--- src/rtl/mult_seq_pkg.sv ---
// Shared types for the multiplier issue sequencer: command encoding, FSM states and the in-flight tag.
package mult_seq_pkg;

  localparam int MULT_CMD_W = 2;
  localparam int MULT_RD_W  = 5;

  typedef enum logic [MULT_CMD_W-1:0] {
    CMD_MULHSU = 2'b00,
    CMD_MUL    = 2'b01,
    CMD_MULH   = 2'b10,
    CMD_MULHU  = 2'b11
  } mult_cmd_t;

  typedef enum logic [1:0] {
    ST_IDLE  = 2'd0,
    ST_BUSY  = 2'd1,
    ST_DRAIN = 2'd2
  } seq_state_t;

  typedef struct packed {
    logic [MULT_RD_W-1:0] rd;
    mult_cmd_t            cmd;
    logic                 epoch;
  } mult_tag_t;

endpackage

--- src/rtl/mult_seq_tag_fifo.sv ---
// Show-ahead circular FIFO of in-flight multiply tags; head_dat is valid whenever empty is low.
// Latency: a push is visible at the head the cycle after it is written.
// Backpressure: pushes while full and pops while empty are ignored; the caller gates them.
module mult_seq_tag_fifo
  import mult_seq_pkg::*;
#(
  parameter int DEPTH = 4
) (
  input  logic                     clk,
  input  logic                     reset,
  input  logic                     push,
  input  mult_tag_t                push_dat,
  input  logic                     pop,
  output mult_tag_t                head_dat,
  output logic                     full,
  output logic                     empty,
  output logic [$clog2(DEPTH):0]   count
);

  localparam int PTR_W = $clog2(DEPTH);
  localparam int CNT_W = PTR_W + 1;

  mult_tag_t        mem [DEPTH];
  logic [PTR_W-1:0] wr_ptr;
  logic [PTR_W-1:0] rd_ptr;
  logic             do_push;
  logic             do_pop;

  assign full     = (count == CNT_W'(DEPTH));
  assign empty    = (count == '0);
  assign do_push  = push & ~full;
  assign do_pop   = pop & ~empty;
  assign head_dat = mem[rd_ptr];

  // DEPTH is a power of two, so the pointers wrap by plain overflow.
  always_ff @(posedge clk) begin
    if (reset) begin
      wr_ptr <= '0;
      rd_ptr <= '0;
      count  <= '0;
    end else begin
      if (do_push) wr_ptr <= wr_ptr + PTR_W'(1);
      if (do_pop)  rd_ptr <= rd_ptr + PTR_W'(1);
      count <= count + CNT_W'(do_push) - CNT_W'(do_pop);
    end
  end

  always_ff @(posedge clk) begin
    if (do_push) mem[wr_ptr] <= push_dat;
  end

endmodule

--- src/rtl/mult_issue_sequencer.sv ---
// Issue/retire controller for the 3-stage multiplier; optional perf counters under MULT_SEQ_PERF_EN.
// Latency: 0-cycle issue (x0_push_o with accept), 0-cycle retire from X2 head to writeback.
// Backpressure: req_ready_o drops on flush, DRAIN, X0 full or tag queue full; wb_ready_i holds the X2 head.
module mult_issue_sequencer
  import mult_seq_pkg::*;
#(
  parameter int MAX_INFLIGHT = 4,
  parameter int RD_W         = MULT_RD_W  // must match the tag's rd field width
) (
  input  logic                            clk,
  input  logic                            reset,
  input  logic                            req_valid_i,
  output logic                            req_ready_o,
  input  logic [MULT_CMD_W-1:0]           req_cmd_i,
  input  logic [RD_W-1:0]                 req_rd_i,
  input  logic                            x0_full_i,
  output logic                            x0_push_o,
  output logic [MULT_CMD_W-1:0]           x0_cmd_o,
  input  logic                            res_valid_i,
  output logic                            res_pop_o,
  output logic                            wb_valid_o,
  output logic [RD_W-1:0]                 wb_rd_o,
  output logic [MULT_CMD_W-1:0]           wb_cmd_o,
  input  logic                            wb_ready_i,
  input  logic                            flush_i,
  output logic                            busy_o,
  output logic [$clog2(MAX_INFLIGHT):0]   inflight_o,
  output logic                            err_o,
  output logic [31:0]                     perf_issued_o,
  output logic [31:0]                     perf_retired_o,
  output logic [31:0]                     perf_dropped_o,
  output logic [31:0]                     perf_stall_o
);

  localparam int CNT_W = $clog2(MAX_INFLIGHT) + 1;

  seq_state_t       state;
  seq_state_t       state_nxt;
  logic             epoch;
  logic             err_q;
  mult_tag_t        push_tag;
  mult_tag_t        head;
  logic             q_full;
  logic             q_empty;
  logic [CNT_W-1:0] inflight;
  logic [CNT_W-1:0] inflight_nxt;
  logic             req_rdy;
  logic             accept;
  logic             head_live;
  logic             head_squash;
  logic             orphan;
  logic             wb_fire;
  logic             q_pop;

  assign req_rdy     = ~reset & ~flush_i & (state != ST_DRAIN) & ~x0_full_i & ~q_full;
  assign accept      = req_valid_i & req_rdy;
  // Epoch compare uses the current epoch, so a flush-cycle pop still sees pre-flush ownership.
  assign head_live   = ~reset & res_valid_i & ~q_empty & (head.epoch == epoch);
  assign head_squash = ~reset & res_valid_i & ~q_empty & (head.epoch != epoch);
  assign orphan      = ~reset & res_valid_i & q_empty;
  assign wb_fire     = head_live & wb_ready_i;
  assign q_pop       = wb_fire | head_squash;

  assign inflight_nxt = inflight + CNT_W'(accept) - CNT_W'(q_pop);
  assign push_tag     = '{rd: MULT_RD_W'(req_rd_i), cmd: mult_cmd_t'(req_cmd_i), epoch: epoch};

  mult_seq_tag_fifo #(.DEPTH(MAX_INFLIGHT)) u_tag_fifo (
    .clk      (clk),
    .reset    (reset),
    .push     (accept),
    .push_dat (push_tag),
    .pop      (q_pop),
    .head_dat (head),
    .full     (q_full),
    .empty    (q_empty),
    .count    (inflight)
  );

  always_ff @(posedge clk) begin
    if (reset) begin
      state <= ST_IDLE;
      epoch <= 1'b0;
      err_q <= 1'b0;
    end else begin
      state <= state_nxt;
      if (flush_i) epoch <= ~epoch;
      if (orphan)  err_q <= 1'b1;
    end
  end

  always_comb begin
    state_nxt = state;
    if (flush_i) begin
      state_nxt = (inflight_nxt != '0) ? ST_DRAIN : ST_IDLE;
    end else begin
      case (state)
        ST_IDLE:  if (inflight_nxt != '0) state_nxt = ST_BUSY;
        ST_BUSY:  if (inflight_nxt == '0) state_nxt = ST_IDLE;
        ST_DRAIN: if (inflight_nxt == '0) state_nxt = ST_IDLE;
        default:  state_nxt = ST_IDLE;
      endcase
    end
  end

  always_comb begin
    req_ready_o = 1'b0;
    x0_push_o   = 1'b0;
    x0_cmd_o    = '0;
    res_pop_o   = 1'b0;
    wb_valid_o  = 1'b0;
    wb_rd_o     = '0;
    wb_cmd_o    = '0;
    busy_o      = 1'b0;
    if (!reset) begin
      req_ready_o = req_rdy;
      x0_push_o   = accept;
      x0_cmd_o    = req_cmd_i;
      res_pop_o   = q_pop | orphan;
      wb_valid_o  = head_live;
      wb_rd_o     = RD_W'(head.rd);
      wb_cmd_o    = head.cmd;
      busy_o      = (state != ST_IDLE);
    end
  end

  assign inflight_o = inflight;
  assign err_o      = err_q;

`ifdef MULT_SEQ_PERF_EN
  logic [31:0] perf_issued;
  logic [31:0] perf_retired;
  logic [31:0] perf_dropped;
  logic [31:0] perf_stall;

  always_ff @(posedge clk) begin
    if (reset) begin
      perf_issued  <= '0;
      perf_retired <= '0;
      perf_dropped <= '0;
      perf_stall   <= '0;
    end else begin
      if (accept)                 perf_issued  <= perf_issued + 32'd1;
      if (wb_fire)                perf_retired <= perf_retired + 32'd1;
      if (head_squash)            perf_dropped <= perf_dropped + 32'd1;
      if (req_valid_i & ~req_rdy) perf_stall   <= perf_stall + 32'd1;
    end
  end

  assign perf_issued_o  = perf_issued;
  assign perf_retired_o = perf_retired;
  assign perf_dropped_o = perf_dropped;
  assign perf_stall_o   = perf_stall;
`else
  assign perf_issued_o  = '0;
  assign perf_retired_o = '0;
  assign perf_dropped_o = '0;
  assign perf_stall_o   = '0;
`endif

endmodule

--- config.mk ---
export PLATFORM = sky130hd
export DESIGN_NAME = mult_issue_sequencer
export DESIGN_NICKNAME = d
export VERILOG_FILES = /design/src/rtl/mult_seq_pkg.sv /design/src/rtl/mult_seq_tag_fifo.sv /design/src/rtl/mult_issue_sequencer.sv
export SDC_FILE = /design/constraint.sdc
export NUM_CORES = 1
export LEC_CHECK = 0
export ABC_AREA = 0
export CAP_MARGIN = 20
export CORE_MARGIN = 2
export CORE_UTILIZATION = 36
export CTS_BUF_LIST = sky130_fd_sc_hd__clkbuf_16
export CTS_CLUSTER_DIAMETER = 40
export CTS_CLUSTER_SIZE = 25
export DETAILED_ROUTE_END_ITERATION = 12
export PLACE_DENSITY = 0.86
export RECOVER_POWER = 100
export SYNTH_ARGS = -nofsm -noshare
export SYNTH_HDL_FRONTEND = slang
export SYNTH_HIERARCHICAL = 1
export SYNTH_SLANG_ARGS = --single-unit
--- constraint.sdc ---
create_clock -name clk -period 3.21 [get_ports clk]
set_clock_uncertainty 0.2 [all_clocks]
set_input_delay 0.321 -clock clk [delete_from_list [all_inputs] [get_ports clk]]
set_output_delay 0.321 -clock clk [all_outputs]
set_load 0.01 [all_outputs]
Word-level counts from Yosys, hierarchy flattened

Memories as Yosys holds them, arrays and structs flattened. A register that Yosys moved wholly into a read port is not among the register bits.
Cells that the tools add are included.
Widths: inputs -> output; s select.

Reduce and logical (&&, ||, !) cells: 7
$add $sub $neg: 6
Bitwise operators: 21
Equal/unequal tests: 8
Mux-type cells: 17

Operators by type and width:

| kind                | count |
|---|---|
| $mux 2              | 8 |
| $and 1x1->1         | 13 |
| $mux 1              | 7 |
| $add 3x1->3         | 2 |
| $logic_not 3->1     | 2 |
| $not 1->1           | 6 |
| $sub 3x1->3         | 2 |
| $mux 5              | 1 |
| $add 2x1->2 const B | 2 |
| $pmux 2 s2          | 1 |
| $eq 3x3->1 const B  | 1 |
| $ne 3x1->1 const B  | 1 |
| $ne 3x3->1 const B  | 1 |
| $reduce_bool 3->1   | 1 |
| $eq 2x1->1 const B  | 1 |
| $eq 2x2->1 const B  | 1 |
| $logic_not 2->1     | 1 |
| $ne 2x2->1 const B  | 1 |
| $or 1x1->1          | 2 |
| $reduce_and 2->1    | 1 |
| $reduce_bool 2->1   | 1 |
| $reduce_or 2->1     | 1 |
| $eq 1x1->1          | 1 |
| $ne 1x1->1          | 1 |

Output and inout bits: 146
Logic and storage cells: 66
Bits in writable memories: 32
Register bits after elaboration: 11
Bits of input ports: 14
Memories kept: 1

Memories:

| name           | depth | width | read ports | clocked after memory_dff | write ports | line                    | text |
|---|---|---|---|---|---|---|---|
| u_tag_fifo.mem | 4     | 8     | 1          | 1                        | 1           | mult_seq_tag_fifo.sv:23 | `mult_tag_t mem [DEPTH];` |

Logic depth before layout (Yosys ltp)

Word-level depth: 12
Mapped depth: 15
Mapped depth without buffers: 15

Modules after synthesis

Netlist, hierarchy kept.

By module, submodules not included:

| module               | cells each | instances | area an instance (µm²) | seq. area each (µm²) |
|---|---|---|---|---|
| mult_seq_tag_fifo    | 93         | 1         | 1634.1                 | 1141.1 |
| mult_issue_sequencer | 181        | 1         | 1378.8                 | 80.1 |

Worst setup path after synthesis

No wires, ideal clock.

Kind: flip-flop to flip-flop
From: register with a tool-made name
To: register state[1]
Stages on the path, launching flop included: 11
Buffers on the path: 1
Required time: 2.895 ns
Data arrival time: 2.949 ns
Library setup time: 0.115 ns
Slack: -0.054 ns
Cell sequence: dfxtp_1 > buf_2 > mux4_2 > xor2_1 > o21a_1 > xnor2_1 > ha_1 > fa_1 > xnor3_1 > o32a_1 > o21ba_1

RTL lines:

| what                 | line                       | text |
|---|---|---|
| to (signal assigned) | mult_issue_sequencer.sv:85 | `state <= state_nxt;` |
| to (decl)            | mult_issue_sequencer.sv:37 | `seq_state_t state;` |

==> flow_summary_export.csv <==
group,metric,value,unit
run_status,run_status,"completed",
timing,drv_slew,0,
finish,drive_above_1_share,8.805,%
synth,synth_edf_count,32,
power,power_per_cell_area,426.5,mW/mm2
clocking,cts_tree,"done",
synth,synth.top_cell.area_share,31.89,%
placed_design,gp_congestion,0.7187,
clocking,numCtsBuffers,5,
synth,synth_area_per_cell,11.00,um2
grt,global_route.overflow_total,0,
worst_setup_path,crit_path_required_time,3.18,ns
clocking,clk_path_buf_depth,2,
clocking,cts-root-buf,"sky130_fd_sc_hd__clkbuf_16",
timing,final-setup-viol-count,0,
finish,final-instance-count-excl-fill,423,
worst_setup_path,crit_path_category,"reg2reg",
worst_setup_path,timing.critical_path.slowest_cell_delay,0.50,ns
worst_setup_path,worst-r2r-setup-slack,0.13,ns
finish,nNetsFinal,342,
synth,ys.flop_type,"sky130_fd_sc_hd__edfxtp_1",
placed_design,detailedPlacementHpwl,3.361,mm
clocking,cts_htree_levels,2,
synth,syn_area,0.003013,mm2
floorplan,chip_height,95.48,um
worst_setup_path,timing.critical_path.slowest_stage_cell,"sky130_fd_sc_hd__mux4_2",
grt,track_usage,9.097,%
clocking,clk_pin_slew_worst_paths,0.06,ns
synth,synthDominantAreaCellType,"sky130_fd_sc_hd__buf_4",
floorplan,die-area,0.009116,mm2
finish,multi_input_area,0.001239,mm2
synth,synth.ff_latch_count,45,
synth,yosysSeqAreaShare,40.53,%
worst_setup_path,worstPathArrival,3.04,ns
power,total_leakage_power,0.001403,uW
grt,grt_first_pass_wirelength,6.272,mm
synth,syn_inst,274,
timing,timing.max_slew.rel_slack,57.53,%
grt,via_count_of_the_first_global_routing_pass,1367,
routing,wl_per_cell,10.06,um
routing,num_vias,1556,
finish,fillCellCount,777,
synth,post_synth_main_area_contributors,"sky130_fd_sc_hd__buf_4 32%, sky130_fd_sc_hd__edfxtp_1 32%, sky130_fd_sc_hd__dfxtp_1 8.6%",
worst_setup_path,path_max_fanout,3,
finish,seqCellArea,0.001222,mm2
clocking,cts_hold_repair.buffers,0,
grt,grt_antenna_before_repair,0,
routing,drc,0,
floorplan,core-area,0.008175,mm2
routing,first_pass_iters,4,
floorplan,io-pin-count,160,
placed_design,dpl.cell_count,415,
timing,finalWorstPathRequiredPeriod,3.076,ns
finish,antenna_cells_inserted,0,
timing,tightest_slew,0.6367,ns
clocking,worst_skew_pair.late_latency,0.28,ns
floorplan,floorplan.rows,33,
worst_setup_path,crit_path_end_kind,"flip-flop",
clocking,clock_sinks,45,
placed_design,numPortBuffers,31,
synth,synth_commonest_cells,"128 x sky130_fd_sc_hd__buf_4, 32 x sky130_fd_sc_hd__edfxtp_1, 14 x sky130_fd_sc_hd__inv_1, 13 x sky130_fd_sc_hd__dfxtp_1, 12 x sky130_fd_sc_hd__nor2b_1",
finish,fin_util,39.03,%
timing,layout_worst_path_cycle_share,95.83,%
placed_design,placed_cell_area,0.003029,mm2
synth,synth_most_common_cell,"sky130_fd_sc_hd__buf_4",
floorplan,chipWidth,95.48,um
power,vdd_drop_max,0.4389,mV
run,max_cap_violations,0,
timing,rsz0062_at_grt,"false",
timing,max_freq,325.1,MHz
hold_path,hold_path.startpoint,"err_o$_SDFFE_PP0P_",
worst_setup_path,critPathBufInv,3,
synth,ys.warnings.count,6,
routing,routed_wirelength,4.255,mm
worst_setup_path,start_kind,"flip-flop",
finish,area_growth,5.897,%
hold_path,worst_hold_path_type,"reg2reg",
synth,netlist-cell-type-count,37,
floorplan,floorplan.initialDensity,36.85,%
synth,synth-async-reset-ratio,0,%
grt,pin_count_of_the_biggest_net_entering_global_routing,23,
worst_setup_path,cp_top_family,"adder cells",
routing,drt_iter0_markers,19,
worst_setup_path,timing.critical_path.cells,"mux4_2 > xor2_1 > o21a_1 > buf_4 > o31ai_2 > inv_1 > ha_1 > inv_1 > ha_1 > fa_2 > xnor2_1 > xnor2_1 > nor2_1",
routing,antenna_violating_nets_post_route,0,
finish,stdcell_area,0.003191,mm2
routing,avgViaCountPerCell,3.678,
timing,report.final.hold_viol_count,0,
[power breakdown]
group          switching, uW  internal (uW)
Combinational            112           51.4
Clock                    195            365
Sequential              7.22            631
Total                    314           1050
[worst register-to-register path, stage by stage (launching register included)]
cell and delay (ns):
sky130_fd_sc_hd__dfxtp_2 0.34, sky130_fd_sc_hd__mux4_2 0.50, sky130_fd_sc_hd__xor2_1 0.18, sky130_fd_sc_hd__o21a_1 0.22, sky130_fd_sc_hd__buf_4 0.15, sky130_fd_sc_hd__o31ai_2 0.07
sky130_fd_sc_hd__inv_1 0.08, sky130_fd_sc_hd__ha_1 0.28, sky130_fd_sc_hd__inv_1 0.04, sky130_fd_sc_hd__ha_1 0.18, sky130_fd_sc_hd__fa_2 0.35, sky130_fd_sc_hd__xnor2_1 0.19
sky130_fd_sc_hd__xnor2_1 0.13, sky130_fd_sc_hd__nor2_1 0.05
[cells in the final DEF (no fill, tap or decap), types with 2 or more instances in the layout]
| master | Yosys | layout |
|---|---|---|
| sky130_fd_sc_hd__and2_1 | 7 | 2 |
| sky130_fd_sc_hd__conb_1 | 1 | 128 |
| sky130_fd_sc_hd__edfxtp_1 | 32 | 32 |
| sky130_fd_sc_hd__dfxtp_1 | 13 | 12 |
| sky130_fd_sc_hd__nor3_1 | 2 | 2 |
| sky130_fd_sc_hd__buf_4 | 128 | 8 |
| sky130_fd_sc_hd__clkbuf_16 | 0 | 5 |
| sky130_fd_sc_hd__mux4_2 | 8 | 8 |
| sky130_fd_sc_hd__ha_1 | 9 | 9 |
| sky130_fd_sc_hd__nor2b_1 | 12 | 12 |
| sky130_fd_sc_hd__nand2b_1 | 3 | 3 |
| sky130_fd_sc_hd__nor4_1 | 2 | 2 |
| sky130_fd_sc_hd__inv_1 | 14 | 15 |
| sky130_fd_sc_hd__nand2_1 | 3 | 3 |
| sky130_fd_sc_hd__nor2_1 | 7 | 8 |
| sky130_fd_sc_hd__dlygate4sd3_1 | 0 | 23 |
| sky130_fd_sc_hd__clkbuf_1 | 2 | 2 |
| sky130_fd_sc_hd__xor2_1 | 2 | 2 |
| sky130_fd_sc_hd__clkdlybuf4s50_1 | 0 | 8 |
| sky130_fd_sc_hd__a21oi_1 | 3 | 3 |
| sky130_fd_sc_hd__o21ai_0 | 2 | 2 |
| sky130_fd_sc_hd__or3_1 | 2 | 2 |
| sky130_fd_sc_hd__and2_0 | 0 | 5 |
| sky130_fd_sc_hd__xnor2_1 | 4 | 4 |
[sequential cells by signal (all words and copies together), names as in the netlist, named ones only]
register and flops:
u_tag_fifo/mem 32, state 2, u_tag_fifo/wr_ptr 2, epoch 1, u_tag_fifo/count 3, err_o 1
u_tag_fifo/rd_ptr 2
[area by class of cell]
cell class | instances | area share (%)
Tap cell | 105 | 4.118
Sequential cell | 45 | 38.31
Clock inverter | 3 | 1.333
Inverter | 14 | 1.647
Timing Repair Buffer | 41 | 11.84
Multi-Input combinational cell | 210 | 38.82
Clock buffer | 5 | 3.922
[final timing paths]
| kind | depth (start not counted) | to |
|---|---|---|
| min | 2 | err_o$_SDFFE_PP0P_ |
| min reg2reg | 2 | err_o$_SDFFE_PP0P_ |
| max | 13 | u_tag_fifo/count[2]$_SDFF_PP0_ |
| max reg2reg | 13 | u_tag_fifo/count[2]$_SDFF_PP0_ |
[cell families after synthesis]
logic type                 count (synthesis)  synth area share [%]
and+or+nand+nor                           44                 8.596
muxes                                      9                 6.312
buffers and inverters                    146                 34.18
adders and majority gates                 11                 5.067
xor gates and xnor gates                   7                 2.492
other                                      1                0.1245
AOI/OAI and AO/OA                         11                 2.699
DFF                                       45                 40.53
[what timing repair did]
item                       in CTS  in global routing
setup endpoints to repair       0                  2
buffers inserted                0                  0
gates resized for setup         0                  3
hold endpoints to repair        0                  0
[metal layers]
metal / vias to the layer above / wire, um / track usage (%)
li1: 731 / - / -
met2: 89 / 2290 / 16.96
met1: 731 / 1561 / 10.08
met4: 0 / 61 / 3.571
met3: 5 / 342 / 1.818
met5: - / 0 / 0
[through the flow]
step / worst slack, ns / hold slack (ns) / total power, uW / TNS, ns
6_report: 0.1340 / 0.2734 / 1361 / 0
5_1_grt: 0.007127 / 0.3123 / 1424 / 0
4_1_cts: 0.02958 / 0.2798 / 1381 / 0
3_5_place_dp: -0.07338 / 0.2691 / 816.4 / -0.1106
3_3_place_gp: 0.08225 / 0.2544 / 811.5 / 0
2_1_floorplan: 0.01652 / 0.1995 / 874.2 / 0
(Power assumes the default switching activity.)
